===== src/rtl/vram_arbiter.sv =====
// Single-port VRAM arbiter: scan-out owns visible pixel strobes, game-logic
// requesters A/B share the remaining cycles round-robin with registered read return.
module vram_arbiter #(
  parameter int ADDR_W      = 15,
  parameter int DATA_W      = 8,
  parameter bit VBLANK_ONLY = 1'b0
) (
  input  logic              clk,
  input  logic              rst,
  input  logic              clk_pixel,
  input  logic              disp_active,
  input  logic              vblank,
  input  logic [ADDR_W-1:0] disp_addr,
  output logic [DATA_W-1:0] disp_data,
  output logic              disp_valid,
  input  logic              a_req,
  input  logic              a_we,
  input  logic [ADDR_W-1:0] a_addr,
  input  logic [DATA_W-1:0] a_wdata,
  output logic              a_gnt,
  output logic [DATA_W-1:0] a_rdata,
  output logic              a_rvalid,
  input  logic              b_req,
  input  logic              b_we,
  input  logic [ADDR_W-1:0] b_addr,
  input  logic [DATA_W-1:0] b_wdata,
  output logic              b_gnt,
  output logic [DATA_W-1:0] b_rdata,
  output logic              b_rvalid,
  output logic              mem_en,
  output logic              mem_we,
  output logic [ADDR_W-1:0] mem_addr,
  output logic [DATA_W-1:0] mem_wdata,
  input  logic [DATA_W-1:0] mem_rdata
);

  logic              disp_slot;
  logic              eligible;
  logic              gnt_a;
  logic              gnt_b;
  logic              rr_b;

  logic              vld_disp_p0;
  logic              vld_a_p0;
  logic              vld_b_p0;
  logic              vld_disp_p1;
  logic              vld_a_p1;
  logic              vld_b_p1;
  logic [DATA_W-1:0] data_disp_p1;
  logic [DATA_W-1:0] data_a_p1;
  logic [DATA_W-1:0] data_b_p1;

  // Slot decision: scan-out first, then A/B with rr_b breaking ties.
  always_comb begin
    disp_slot = clk_pixel & disp_active;
    eligible  = ~disp_slot & (~VBLANK_ONLY | vblank);
    gnt_a     = eligible & a_req & (~b_req | ~rr_b);
    gnt_b     = eligible & b_req & (~a_req | rr_b);

    mem_en    = 1'b0;
    mem_we    = 1'b0;
    mem_addr  = '0;
    mem_wdata = '0;
    if (disp_slot) begin
      mem_en   = 1'b1;
      mem_addr = disp_addr;
    end else if (gnt_a) begin
      mem_en    = 1'b1;
      mem_we    = a_we;
      mem_addr  = a_addr;
      mem_wdata = a_wdata;
    end else if (gnt_b) begin
      mem_en    = 1'b1;
      mem_we    = b_we;
      mem_addr  = b_addr;
      mem_wdata = b_wdata;
    end
  end

  assign a_gnt = gnt_a;
  assign b_gnt = gnt_b;

  // Stage p0: tag the read issued this cycle with its owner.
  always_ff @(posedge clk) begin
    if (rst) begin
      vld_disp_p0 <= 1'b0;
      vld_a_p0    <= 1'b0;
      vld_b_p0    <= 1'b0;
      rr_b        <= 1'b0;
    end else begin
      vld_disp_p0 <= disp_slot;
      vld_a_p0    <= gnt_a & ~a_we;
      vld_b_p0    <= gnt_b & ~b_we;
      if (gnt_a) begin
        rr_b <= 1'b1;
      end else if (gnt_b) begin
        rr_b <= 1'b0;
      end
    end
  end

  // Stage p1: capture RAM data for the tagged owner; data holds between returns.
  always_ff @(posedge clk) begin
    if (rst) begin
      vld_disp_p1  <= 1'b0;
      vld_a_p1     <= 1'b0;
      vld_b_p1     <= 1'b0;
      data_disp_p1 <= '0;
      data_a_p1    <= '0;
      data_b_p1    <= '0;
    end else begin
      vld_disp_p1 <= vld_disp_p0;
      vld_a_p1    <= vld_a_p0;
      vld_b_p1    <= vld_b_p0;
      if (vld_disp_p0) begin
        data_disp_p1 <= mem_rdata;
      end
      if (vld_a_p0) begin
        data_a_p1 <= mem_rdata;
      end
      if (vld_b_p0) begin
        data_b_p1 <= mem_rdata;
      end
    end
  end

  assign disp_valid = vld_disp_p1;
  assign disp_data  = data_disp_p1;
  assign a_rvalid   = vld_a_p1;
  assign a_rdata    = data_a_p1;
  assign b_rvalid   = vld_b_p1;
  assign b_rdata    = data_b_p1;

endmodule


===== config.mk =====
export PLATFORM = sky130hd
export DESIGN_NAME = vram_arbiter
export DESIGN_NICKNAME = d
export VERILOG_FILES = /design/src/rtl/vram_arbiter.sv
export SDC_FILE = /design/constraint.sdc
export NUM_CORES = 1
export LEC_CHECK = 0
export ABC_AREA = 1
export CAP_MARGIN = 20
export CORE_ASPECT_RATIO = 0.7
export CORE_MARGIN = 4
export CORE_UTILIZATION = 29
export CTS_BUF_LIST = sky130_fd_sc_hd__clkbuf_4 sky130_fd_sc_hd__clkbuf_8
export CTS_CLUSTER_SIZE = 28
export DETAILED_ROUTE_END_ITERATION = 10
export GPL_ROUTABILITY_DRIVEN = 1
export PLACE_DENSITY = 0.78
export SLEW_MARGIN = 10
export SYNTH_ARGS = -nofsm -noshare
export SYNTH_HDL_FRONTEND = slang
export SYNTH_SLANG_ARGS = --single-unit

===== constraint.sdc =====
create_clock -name clk -period 1.3 [get_ports clk]
set_input_delay 0.325 -clock clk [delete_from_list [all_inputs] [get_ports clk]]
set_output_delay 0.325 -clock clk [all_outputs]
set_load 0.005 [all_outputs]

* Yosys cells after proc, flatten, opt, wreduce, memory -nomap -nowiden
Cells that the tools add are included.
W data, S select, Z words.
** Word-level totals
- Register bits :: 31
- Input bits :: 78
- Output and inout port bits :: 54
- Word-level logic and storage cells :: 40
** Cells by class
- Muxes and demuxes :: 14
- Bitwise operators :: 15
- Reductions and logical operators :: 1
** Operators by type and width (count)
- $mux W15 :: 3
- $mux W8 :: 3
- $mux W1 :: 8
- $and A1 B1 Y1 :: 7
- $not A1 Y1 :: 6
- $or A1 B1 Y1 :: 2
- $reduce_bool A2 Y1 :: 1

* Longest topological paths before layout
Gate-level depths: netlist (run 1).
- Depth after elaboration :: 7
- Depth in mapped cells :: 6
- Mapped depth without buffers :: 6

* Worst setup path before layout (run 1)
Ideal clock, no wire load.
- Path kind :: in2out
- Start point :: input port b_req
- End point :: output port mem_wdata[0]
- Arrival :: 973 ps
- Data required time :: 975 ps
- Slack :: 2 ps
- Stages :: 6
- Cell sequence :: buf_6 -> a21boi_4 -> nand2_4 -> inv_6 -> nand2_1 -> nand2_1
** On the way
- Cells in the longest elaborated chain, start to end :: 5
** RTL lines
- start, declared :: line 23 : input logic b_req,
- $not A1 Y1 :: line 57 : gnt_a = eligible & a_req & (~b_req | ~rr_b);
- $or A1 B1 Y1 :: line 57
- $and A1 B1 Y1 :: line 57
- via a_gnt :: line 20 : output logic a_gnt,
- $mux W8 :: line 67 : end else if (gnt_a) begin
- $mux W8 :: line 64 : if (disp_slot) begin
- end, declared :: line 33 : output logic [DATA_W-1:0] mem_wdata,
The timed path passes the listed nets, and every way through them passes these cells.

* Final worst setup path (run 1)
- Start point :: register rr_b
- End point :: output port mem_addr[10]
** On the way
- Cells in the longest elaborated chain, start to end :: 5
** RTL lines
- start, declared :: line 41 : logic rr_b;
- start signal, assigned :: line 89 : rr_b <= 1'b0;
- start signal, assigned :: line 95 : rr_b <= 1'b1;
- start signal, assigned :: line 97 : rr_b <= 1'b0;
- $or A1 B1 Y1 or $not A1 Y1 (tied branches) :: line 58, 57
- $and A1 B1 Y1 or $or A1 B1 Y1 (tied branches) :: line 58, 57
- $mux W15 or $and A1 B1 Y1 (tied branches) :: line 72, 57
- $mux W15 (*) :: line 67
- $mux W15 (*) :: line 64
- end, declared :: line 32 : output logic [ADDR_W-1:0] mem_addr,
Every way passes the cells marked *; elsewhere a longest branch is shown, timed or not.

==> results.md, run 1 <==
* Post-cts hold buffer count at 0
* Num Clock Sinks at 31
* Initial antenna violation count at 0
* Worst EP arrival at 1.35 ns
* Worst skew pair latency at 0.28 ns
* H-tree depth at 2
* Final net count at around 460
* Total wire length at approximately 6.6 mm
* Synth Area in XOR/XNOR at 0
* CP Cell Sequence: a21boi_4 > buf_12 > buf_12 > nand3_2 > nand3_2 > buf_2
* Failing checks: negative setup slack
* Max Fclk at 596 MHz
* RD Place Congestion at a little over 0.8
* First-pass GRT wire length at 10.4 mm
* CTS tree: yes
* Synth Area in Compound Gates at 0.0941
* Die ar. at about 0.0065 mm²
* Setup slack, reg-to-reg at approximately 0.09 ns
* CP Capture Type: primary output
* Proportion of synthesized area in mux cells at 0
* Hold Path Class: flop to flop
* Reg clk slew, reported paths at 0.06 ns
* Antenna Nets Post-Route at 0
* Avg Vias per Cell at 4.83
* Netlist cell types at 20
* Rows at 21
* Syn_nets at about 300
* Leakage at 0.00157 µW
* Crit path launch type: flop
* Setup ws final at -0.377 ns
* Mapped Cells at ~230
* PortBufs at 130
* Number of detailed-route iterations in the first pass at 4
* Mapped Avg Cell Area at between 6 and 7 µm²
* Die W at ~95 µm
* Largest net degree at the start of global routing at 32
* Run status: complete, but fails checks
* Via Count at 2170
* Synth Area in Adders at 0
* Hold violation total from the final report at 0
* I/O pins at between 100 and 150
* Required @ worst endpoint at around 1 ns
* # DRC at 0
* Classification of the worst setup path: flop to primary output
* Slew headroom at 0.827
* CP max stage cell: dfxtp_4
* Largest family of logic cells by synthesized area: simple AND/OR/NAND/NOR gates
* Worst-Margin Slew at about 0.26 ns
* Initial Utilization at 0.310
* RSZ-0062 raised after global routing: yes
* Vias in the first global route at 2253
* Drt wl/cell at approximately 15 µm
* Max incr delay on CP at 0.36 ns
* Worst vdd ir at 0.000368 V
* CTS buffer count at 5
* Final hold slack at 0.457 ns
* Die height at 68.8 µm
* GRT overflow at 0
* CORE AREA at ~0.005 mm²
* Fraction of layout cells with a size suffix above 1 at 0.300
* Register area share after synthesis at 0.406
* Final Util at 0.684
* Hold path depth at 2
* Root buffer cell: clkbuf_8
* Antenna fix cells at 0
* Max Slew Vio Count at 0
* Clk buf depth at 2
* Post-synthesis cell area at ~0.0015 mm²
* Area Growth Syn to Fin at 121%
* Seq cells post-synth at 31
* Synth Warn # at 0
* Pwr dens at roughly 840 mW/mm²
* Post-DP HPWL at 4.83 mm
* Initial DRC count at 56
* Worst Skew at 0.00250 ns
* Worst reg2reg path depth at 6
* Final setup fails at 27
* Crit Path Max Fanout at 8
* Tmin final at around 1.7 ns
* Number of max-cap violations at 0
* Final period util at 1.29
* GR Util All Layers at 0.204
* Synth Area in Simple Gates at 0.428
## final timing paths
path | to | from
setup / recovery | mem_addr[10] | rr_b
hold / removal | a_rdata[0] | a_rdata[0]
setup reg to reg | rr_b | rr_b
hold reg to reg | a_rdata[0] | a_rdata[0]
## cell type report
class	instances	area (µm²)
clock inverter	2	35.0
clock buffer	6	82.6
multi-input combinational	173	985
sequential	31	627
timing repair inverter	1	11.3
timing repair buffer	160	1520
tap	69	86.3
inverter	7	38.8
fill	431	1560
## layer usage
metal,wire length (µm),vias up,part of all wire,GRT usage
met4,133,0,0.020,0.0629
met1,2630,1010,0.40,0.230
met3,612,15,0.092,0.0716
met5,0,-,0,0
met2,3240,87,0.49,0.367
li1,-,1058,-,-
## cells in the mapped netlist
cell type | count | share of area
clkbuf_1 | 2 | 0.0049
inv_2 | 2 | 0.0049
nand3_1 | 31 | 0.10
a21boi_4 | 1 | 0.012
buf_6 | 2 | 0.015
clkinv_1 | 3 | 0.0074
buf_2 | 9 | 0.029
nand2_1 | 91 | 0.22
nand3_2 | 1 | 0.0065
a21oi_1 | 25 | 0.082
nor3_1 | 1 | 0.0033
nor3_2 | 1 | 0.0065
nor2_1 | 4 | 0.0098
inv_6 | 1 | 0.0057
nand2_4 | 1 | 0.0074
inv_1 | 1 | 0.0025
nand4_1 | 15 | 0.061
nand2_2 | 2 | 0.0082
dfxtp_1 | 31 | 0.41
buf_1 | 1 | 0.0025
## where the power goes
part,leakage (µW),total [µW],switching [µW],internal [µW]
sequential,0.000253,995,16.1,979
combinational,0.00125,852,349,504
clock,0.0000612,981,361,619
total,0.00157,2830,726,2100
## cell families (layout without fill, tap and decap cells)
family | Yosys count | count (layout)
buf+inv | 21 | 176
flops | 31 | 31
simple gates | 147 | 147
compound gates | 26 | 26
## layout by cell type, fill, tap and decap left out
master,instances
bufinv_16,1
nand4_1,15
nand2_1,84
dfxtp_2,2
a21oi_1,25
clkinv_2,1
nor3_2,1
a21boi_4,1
nor2_1,4
inv_8,2
nor3_1,1
nand2_8,1
nand3_4,2
dlygate4sd2_1,29
nand2_4,2
nand3_2,26
clkdlybuf4s15_1,1
clkbuf_2,1
buf_12,4
dfxtp_4,1
buf_2,18
dfxtp_1,28
nand2_2,7
clkinv_1,3
inv_2,1
clkbuf_8,6
clkdlybuf4s50_1,72
buf_8,1
clkbuf_16,1
buf_6,18
nand3_1,4
inv_4,2
buf_4,15
## state kept, by name, summed over array words and instances (netlist names)
register     flops
a_rdata          8
a_rvalid         1
b_rdata          8
b_rvalid         1
disp_data        8
disp_valid       1
rr_b             1
vld_a_p0         1
vld_b_p0         1
vld_disp_p0      1
## stage by stage
stage	worst slack [ns]	cell area [µm²]	std cells	TNS (ns)	total power, µW
finish	-0.377	3380	449	-9.01	2830
global route	-0.433	3380	449	-10.57	2980
CTS	-0.428	3170	445	-9.87	2760
global placement	-0.929	3010	428	-24.81	1780
detailed placement	-0.969	3010	428	-25.65	1790
floorplan	0.00175	1530	225	0	1240
## worst max-delay path, delay by kind of cell (launching register included)
kind / cells / cell delay [ns]
buf+inv: 3 / 0.38
flops: 1 / 0.36
compound gates: 1 / 0.18
simple gates: 2 / 0.15
## repair_timing
action                     in CTS  in global routing
setup endpoints to repair      54                 27
buffers inserted                7                  5
resized for setup             169                 46
cloned                          3                  1
pin swaps                       3                 10
(Power assumes the default switching activity.)
==> run 2, diff against run 1 <==
ABC_AREA = 0   (was 1)
PLACE_DENSITY = 0.79   (was 0.78)
==> run 2 against run 1 <==
The flow still finishes with violations (negative setup slack); setup slack worse by 0.14 ns; hold slack better by 0.025 ns; clock power decreased by 30%; critical endpoint is now mem_addr[13]; largest cell class unchanged; highest routed layer unchanged.
==> results.md, run 2 <==
* CP Cell Sequence: nand2b_4 > and3_4 > buf_12 > a221o_1 > buf_2
* I/O pins at 132 (unchanged)
* Root buffer cell: clkbuf_8
* CORE AREA at 0.00481 mm² (-2.7%)
* Most common cell in the netlist: dfxtp_1
* Top cells by area, synth: dfxtp_1, mux2i_1, a221o_1, and3_1, nor2_1
* Via Count at 1702 (-22%)
* Worst vdd ir at 0.000515 V (+40%)
* Multi-input logic area at 787 µm² (-20%)
* Rows at 21 (unchanged)
* Failing checks: negative setup slack
* Seq cells post-synth at 31 (unchanged)
* Max Fclk at 551 MHz (-7.6%)
* Final Util at 0.616 (-0.0685)
* Final period util at 1.40 (+0.106)
* RSZ-0062 raised after global routing: yes
* Worst-Margin Slew at 0.144 ns (-0.114 ns)
* Avg Vias per Cell at 4.69 (-3.0%)
* Pwr dens at 806 mW/mm² (-3.6%)
* Drt wl/cell at 16.4 µm (+11%)
* Setup ws final at -0.515 ns (-0.137 ns)
* Crit Path Max Fanout at 6 (-2)
* Total wire length at 5.95 mm (-10%)
* Leakage at 0.00138 µW (-12%)
* RD Place Congestion at 0.829 (+0.42%)
* Seq pwr share at 0.416 (+0.064)
* Syn_nets at 225 (-26%)
* Required @ worst endpoint at 0.98 ns (about the same)
* Vias in the first global route at 1689 (-25%)
* Final net count at 373 (-18%)
* Num Clock Sinks at 31 (unchanged)
* Worst skew pair latency at 0.27 ns (about the same)
* First-pass GRT wire length at 9.18 mm (-12%)
* H-tree depth at 2 (unchanged)
* CP Capture Type: primary output
* Commonest cells after routing, fill and taps aside: clkdlybuf4s50_1, dfxtp_1, dlygate4sd2_1
* Fraction of layout cells with a size suffix above 1 at 0.228 (-0.0721)
* Antenna fix cells at 0 (unchanged)
* Post-synthesis cell area at 0.00145 mm² (-5.1%)
* Layout fillers at 433 (+0.46%)
* Netlist cell types at 18 (-10%)
* Mapped Cells at 147 (-35%)
* Hold violation total from the final report at 0 (unchanged)
* Number of enable flip-flop cells after synthesis at 0 (unchanged)
* Worst Skew at 0.00363 ns (+0.00113 ns)
* Initial DRC count at 78 (+39%)
* Comb pwr share at 0.297 (-0.004)
* Run status: complete, but fails checks
* Number of detailed-route iterations in the first pass at 4 (unchanged)
* Commonest non-fill, non-tap cell in the layout: clkdlybuf4s50_1
* GR Util All Layers at 0.194 (-0.0102)
* Max incr delay on CP at 0.33 ns (-0.03 ns)
* Final setup fails at 26 (-3.7%)
* Sw frac at 0.237 (-0.0198)
* Post-DP HPWL at 4.24 mm (-12%)
* Register area share after synthesis at 0.428 (+0.0217)
* Largest net degree at the start of global routing at 32 (unchanged)
* Classification of the worst setup path: flop to primary output
* Prevailing post-synth register cell: dfxtp_1
* Mapped Avg Cell Area at 9.87 µm² (+45%)
* Layout Cells excl Fill at 363 (-19%)
* Synth Warn # at 0 (unchanged)
* Initial Utilization at 0.302 (-0.00768)
* PortBufs at 130 (unchanged)
* Die W at 92.6 µm (-2.4%)
* Initial antenna violation count at 0 (unchanged)
* Cell taking the most area after synthesis: dfxtp_1
* Number of max-cap violations at 0 (unchanged)
* Die height at 67.2 µm (-2.3%)
* Reg clk slew, reported paths at 0.06 ns (about the same)
* FFs w/ async S/R, synth at 0 (unchanged)
* Post-DP Area at 0.00288 mm² (-4.4%)
* Post-synth top area share at 0.428 (+0.0217)
* CTS tree: yes
* Sw power at 566 µW (-22%)
* Placed cell count at 343 (-20%)
* Pint at 1820 µW (-13%)
* Register cell area after layout at 622 µm² (-0.80%)
* Post-cts hold buffer count at 0 (unchanged)
* Max Slew Vio Count at 0 (unchanged)
* Slew headroom at 0.901 (+0.0746)
* CP max stage cell: dfxtp_2
* Worst EP arrival at 1.49 ns (+0.14 ns)
* Clk buf depth at 2 (unchanged)
* Commonest cells in the synthesized netlist: dfxtp_1, nor2_1, mux2i_1, and3_1, a221o_1
* CTS buffer count at 5 (unchanged)
* Clock power frac at 0.287 (-0.060)
* GRT overflow at 0 (unchanged)
* Area Growth Syn to Fin at 104%
* Crit path launch type: flop
* Tmin final at 1.81 ns (+0.137 ns)
* # DRC at 0 (unchanged)
* Hold Path Class: flop to flop
* Final instance area at 0.00296 mm² (-12%)
* Die ar. at 0.00622 mm² (-4.6%)
* Antenna Nets Post-Route at 0 (unchanged)
* Final hold slack at 0.482 ns (+0.0254 ns)
run 2: critical path: cells and delay by family, from the launching register on:
family / cells / cell delay [ns]
AND/OR/NAND/NOR: 2 / 0.32
buffers and inverters: 2 / 0.28
AO/OA/AOI/OAI: 1 / 0.30
flip-flops: 1 / 0.33
run 2: cells by family after synthesis:
family / Yosys count / synth area share
and+or+nand+nor: 52 / 0.178
muxes: 24 / 0.166
DFF: 31 / 0.428
buffers and inverters: 14 / 0.0595
AOI/OAI and AO/OA: 26 / 0.170
run 2: layer usage:
metal	wire (µm)	vias to the layer above	track usage
li1	-	838	-
met1	2700	787	0.262
met2	2770	68	0.312
met3	408	9	0.0501
met4	74	0	0.0500
met5	0	-	0
run 2: through the flow:
step | setup WS (ns) | TNS [ns] | total power, µW
detailed placement | -1.04 | -27.49 | 1730
CTS | -0.594 | -13.09 | 2420
global route | -0.583 | -13.38 | 2520
finish | -0.515 | -11.85 | 2390
global placement | -1.03 | -27.14 | 1730
floorplan | -0.147 | -1.65 | 1250
run 2: path summary, 6_finish.rpt:
| check | slack (ns) | depth (start not counted) | from | to |
|---|---|---|---|---|
| min | 0.48 | 2 | a_rdata[6] | a_rdata[6] |
| max reg2reg | 0.11 | 5 | rr_b | vld_b_p0 |
| min reg2reg | 0.48 | 2 | a_rdata[6] | a_rdata[6] |
| max | -0.51 | 5 | rr_b | mem_addr[13] |
run 2: power groups by stage:
stage	combinational [µW]	sequential (µW)	clock [µW]
2_1_floorplan	231	1010	0
5_1_grt	762	996	758
3_3_place_gp	713	1010	0
6_report	709	993	685
3_5_place_dp	720	1010	0
4_1_cts	719	993	706
run 2: timing repair:
item / 4_1_cts / 5_1_grt
resized for setup: 152 / 3
setup endpoints to repair: 55 / 27
setup buffers: 10 / 1
pin swaps: 5 / 3
gates cloned: 4 / 1
run 2: layout make-up:
| type | count | share of cell area |
|---|---|---|
| well taps | 69 | 0.0292 |
| multi-input cells | 104 | 0.266 |
| clock buffers | 6 | 0.0258 |
| flip-flops and latches | 31 | 0.210 |
| repair buffers | 153 | 0.469 |
==> run 3, diff against run 2 <==
clock period = 1.5 ns   (was 1.3 ns; I/O delays follow)
==> run 3 against run 2 <==
The flow still finishes with violations (negative setup slack); clock skew is 0.0024 ns higher; sequential share of layout area is 0.30 points lower; combinational power is 12% lower; wire length is 0.44% higher.
==> results.md, run 3 (synthesis gave the netlist of run 2 again) <==
* Setup slack, reg-to-reg at 0.31 ns (+0.20 ns)
* CTS tree: yes
* Area Growth Syn to Fin at 108%
* Multi-input logic area at 831 µm² (+5.6%)
* Worst vdd ir at 0.000391 V (-24%)
* GR Util All Layers at 0.188 (-0.00570)
* Crit Path Max Fanout at 4 (-2)
* Hold Path Class: flop to flop
* Worst skew pair latency at 0.28 ns (about the same)
* # DRC at 0 (unchanged)
* Rows at 21 (unchanged)
* CTS buffer count at 5 (unchanged)
* Worst Skew at 0.00602 ns (+0.00239 ns)
* CP Capture Type: primary output
* H-tree depth at 2 (unchanged)
* WHS Endpoint: disp_data[2]
* CORE AREA at 0.00481 mm² (unchanged)
* Post-cts hold buffer count at 0 (unchanged)
* Failing checks: negative setup slack
* Initial DRC count at 49 (-37%)
* Register cell area after layout at 624 µm² (+0.40%)
* Via Count at 1710 (+0.47%)
* Reg clk slew, reported paths at 0.06 ns (about the same)
* Final instance area at 0.00302 mm² (+1.9%)
* R2r endpoint: rr_b
* Layout fillers at 438 (+1.2%)
* Vias in the first global route at 1711 (+1.3%)
* Clk buf depth at 2 (unchanged)
* First-pass GRT wire length at 8.91 mm (-2.9%)
* Root buffer cell: clkbuf_8
* Required @ worst endpoint at 1.12 ns (+0.14 ns)
* Antenna fix cells at 0 (unchanged)
* Initial antenna violation count at 0 (unchanged)
* PortBufs at 130 (unchanged)
* Max Fclk at around 540 MHz
* Number of detailed-route iterations in the first pass at 4 (unchanged)
* Die W at 92.6 µm (unchanged)
* Worst reg2reg path startpoint: rr_b
* Final net count at 374 (+0.27%)
* Leakage at 0.00149 µW (+7.9%)
* Antenna Nets Post-Route at 0 (unchanged)
* Setup ws final at -0.359 ns (+0.156 ns)
* Post-DP Area at 0.00288 mm² (about the same)
* Tmin final at between 1.5 and 2 ns
* Commonest cells after routing, fill and taps aside: clkdlybuf4s50_1, dfxtp_1, buf_2
* Post-DP HPWL at 4.03 mm (-4.9%)
* Run status: complete, but fails checks
* Worst reg2reg path depth at 5 (unchanged)
* Pwr dens at 706 mW/mm² (-12%)
* Commonest non-fill, non-tap cell in the layout: clkdlybuf4s50_1
* Hold path depth at 2 (unchanged)
* Slew headroom at 0.627 (-0.275)
* Worst-Margin Slew at 0.559 ns (+0.415 ns)
* Largest net degree at the start of global routing at 32 (unchanged)
* Final hold slack at 0.482 ns (-0.0000670 ns)
* I/O pins at 132 (unchanged)
* Hold violation total from the final report at 0 (unchanged)
* Die height at 67.2 µm (unchanged)
* Classification of the worst setup path: flop to primary output
* RD Place Congestion at 0.750 (-9.5%)
* GRT overflow at 0 (unchanged)
* Drt wl/cell at 16.4 µm (-0.11%)
* Final setup fails at 26 (unchanged)
* Setup TNS at -6.82 ns (+5.03 ns)
* Num Clock Sinks at 31 (unchanged)
* Worst EP arrival at 1.48 ns (about the same)
* Hold path startpoint: disp_data[2]
* Final Util at 0.627 (+0.0114)
* RSZ-0062 raised after global routing: yes
* Fraction of layout cells with a size suffix above 1 at 0.247 (+0.0187)
* Total wire length at 5.98 mm (+0.44%)
* Final period util at 1.24
* Die ar. at 0.00622 mm² (unchanged)
* Number of max-cap violations at 0 (unchanged)
* Crit path launch type: flop
* Max Slew Vio Count at 0 (unchanged)
* DP Worst Slack at -0.989 ns (+0.0499 ns)
* Initial Utilization at 0.302 (unchanged)
* Avg Vias per Cell at 4.68 (about the same)
## run 3: changes by cell type in the layout (fill, tap and decap cells not counted), sizes merged
cell,previous run,this run
clkinv,0,1
and3,19,22
clkdlybuf4s15,2,1
dlymetal6s2s,0,8
clkdlybuf4s50,72,75
dlygate4sd2,28,16
## run 3: cell type report
cell class                 count  area share
multi-input combinational    107       0.275
tap                           69      0.0286
sequential                    31       0.207
timing repair buffer         151       0.460
clock buffer                   6      0.0274
clock inverter                 1     0.00166
## run 3: repair_timing
item	4_1_cts	5_1_grt
resized for setup	148	12
setup buffers	11	1
endpoints found under the setup margin	44	35
pin swaps	12	0
gates cloned	5	0
## run 3: worst max-delay path by stage
stage,start,to,slack (ns)
floorplan,b_req,mem_addr[10],-0.004
global placement,b_req,mem_wdata[3],-0.95
detailed placement,b_req,mem_addr[13],-0.99
CTS,rr_b,mem_addr[1],-0.36
global route,rr_b,mem_addr[0],-0.42
finish,rr_b,mem_addr[2],-0.36
## run 3: metrics by stage
step	std cells	total power [µW]
2_1_floorplan	147	1080
3_3_place_gp	341	1490
3_5_place_dp	341	1500
4_1_cts	364	2160
5_1_grt	365	2230
6_report	365	2130
## run 3: power breakdown
group	switching, µW	total, µW	internal [µW]
logic	215	622	407
clock network	283	642	359
registers	16.6	866	849
## run 3: layer usage
layer / track usage / wire [µm] / vias up / part of all wire
li1: - / - / 847 / -
met1: 0.237 / 2770 / 803 / 0.46
met2: 0.325 / 2830 / 55 / 0.47
met3: 0.0523 / 346 / 5 / 0.058
met4: 0.0426 / 38 / 0 / 0.0064
met5: 0 / 0 / - / 0
## run 3: critical path: stages, from the launching register on
cell      delay [ns]
dfxtp_2         0.34
nand2b_4        0.16
and3_4          0.17
buf_6           0.12
a221o_1         0.28
buf_2           0.13
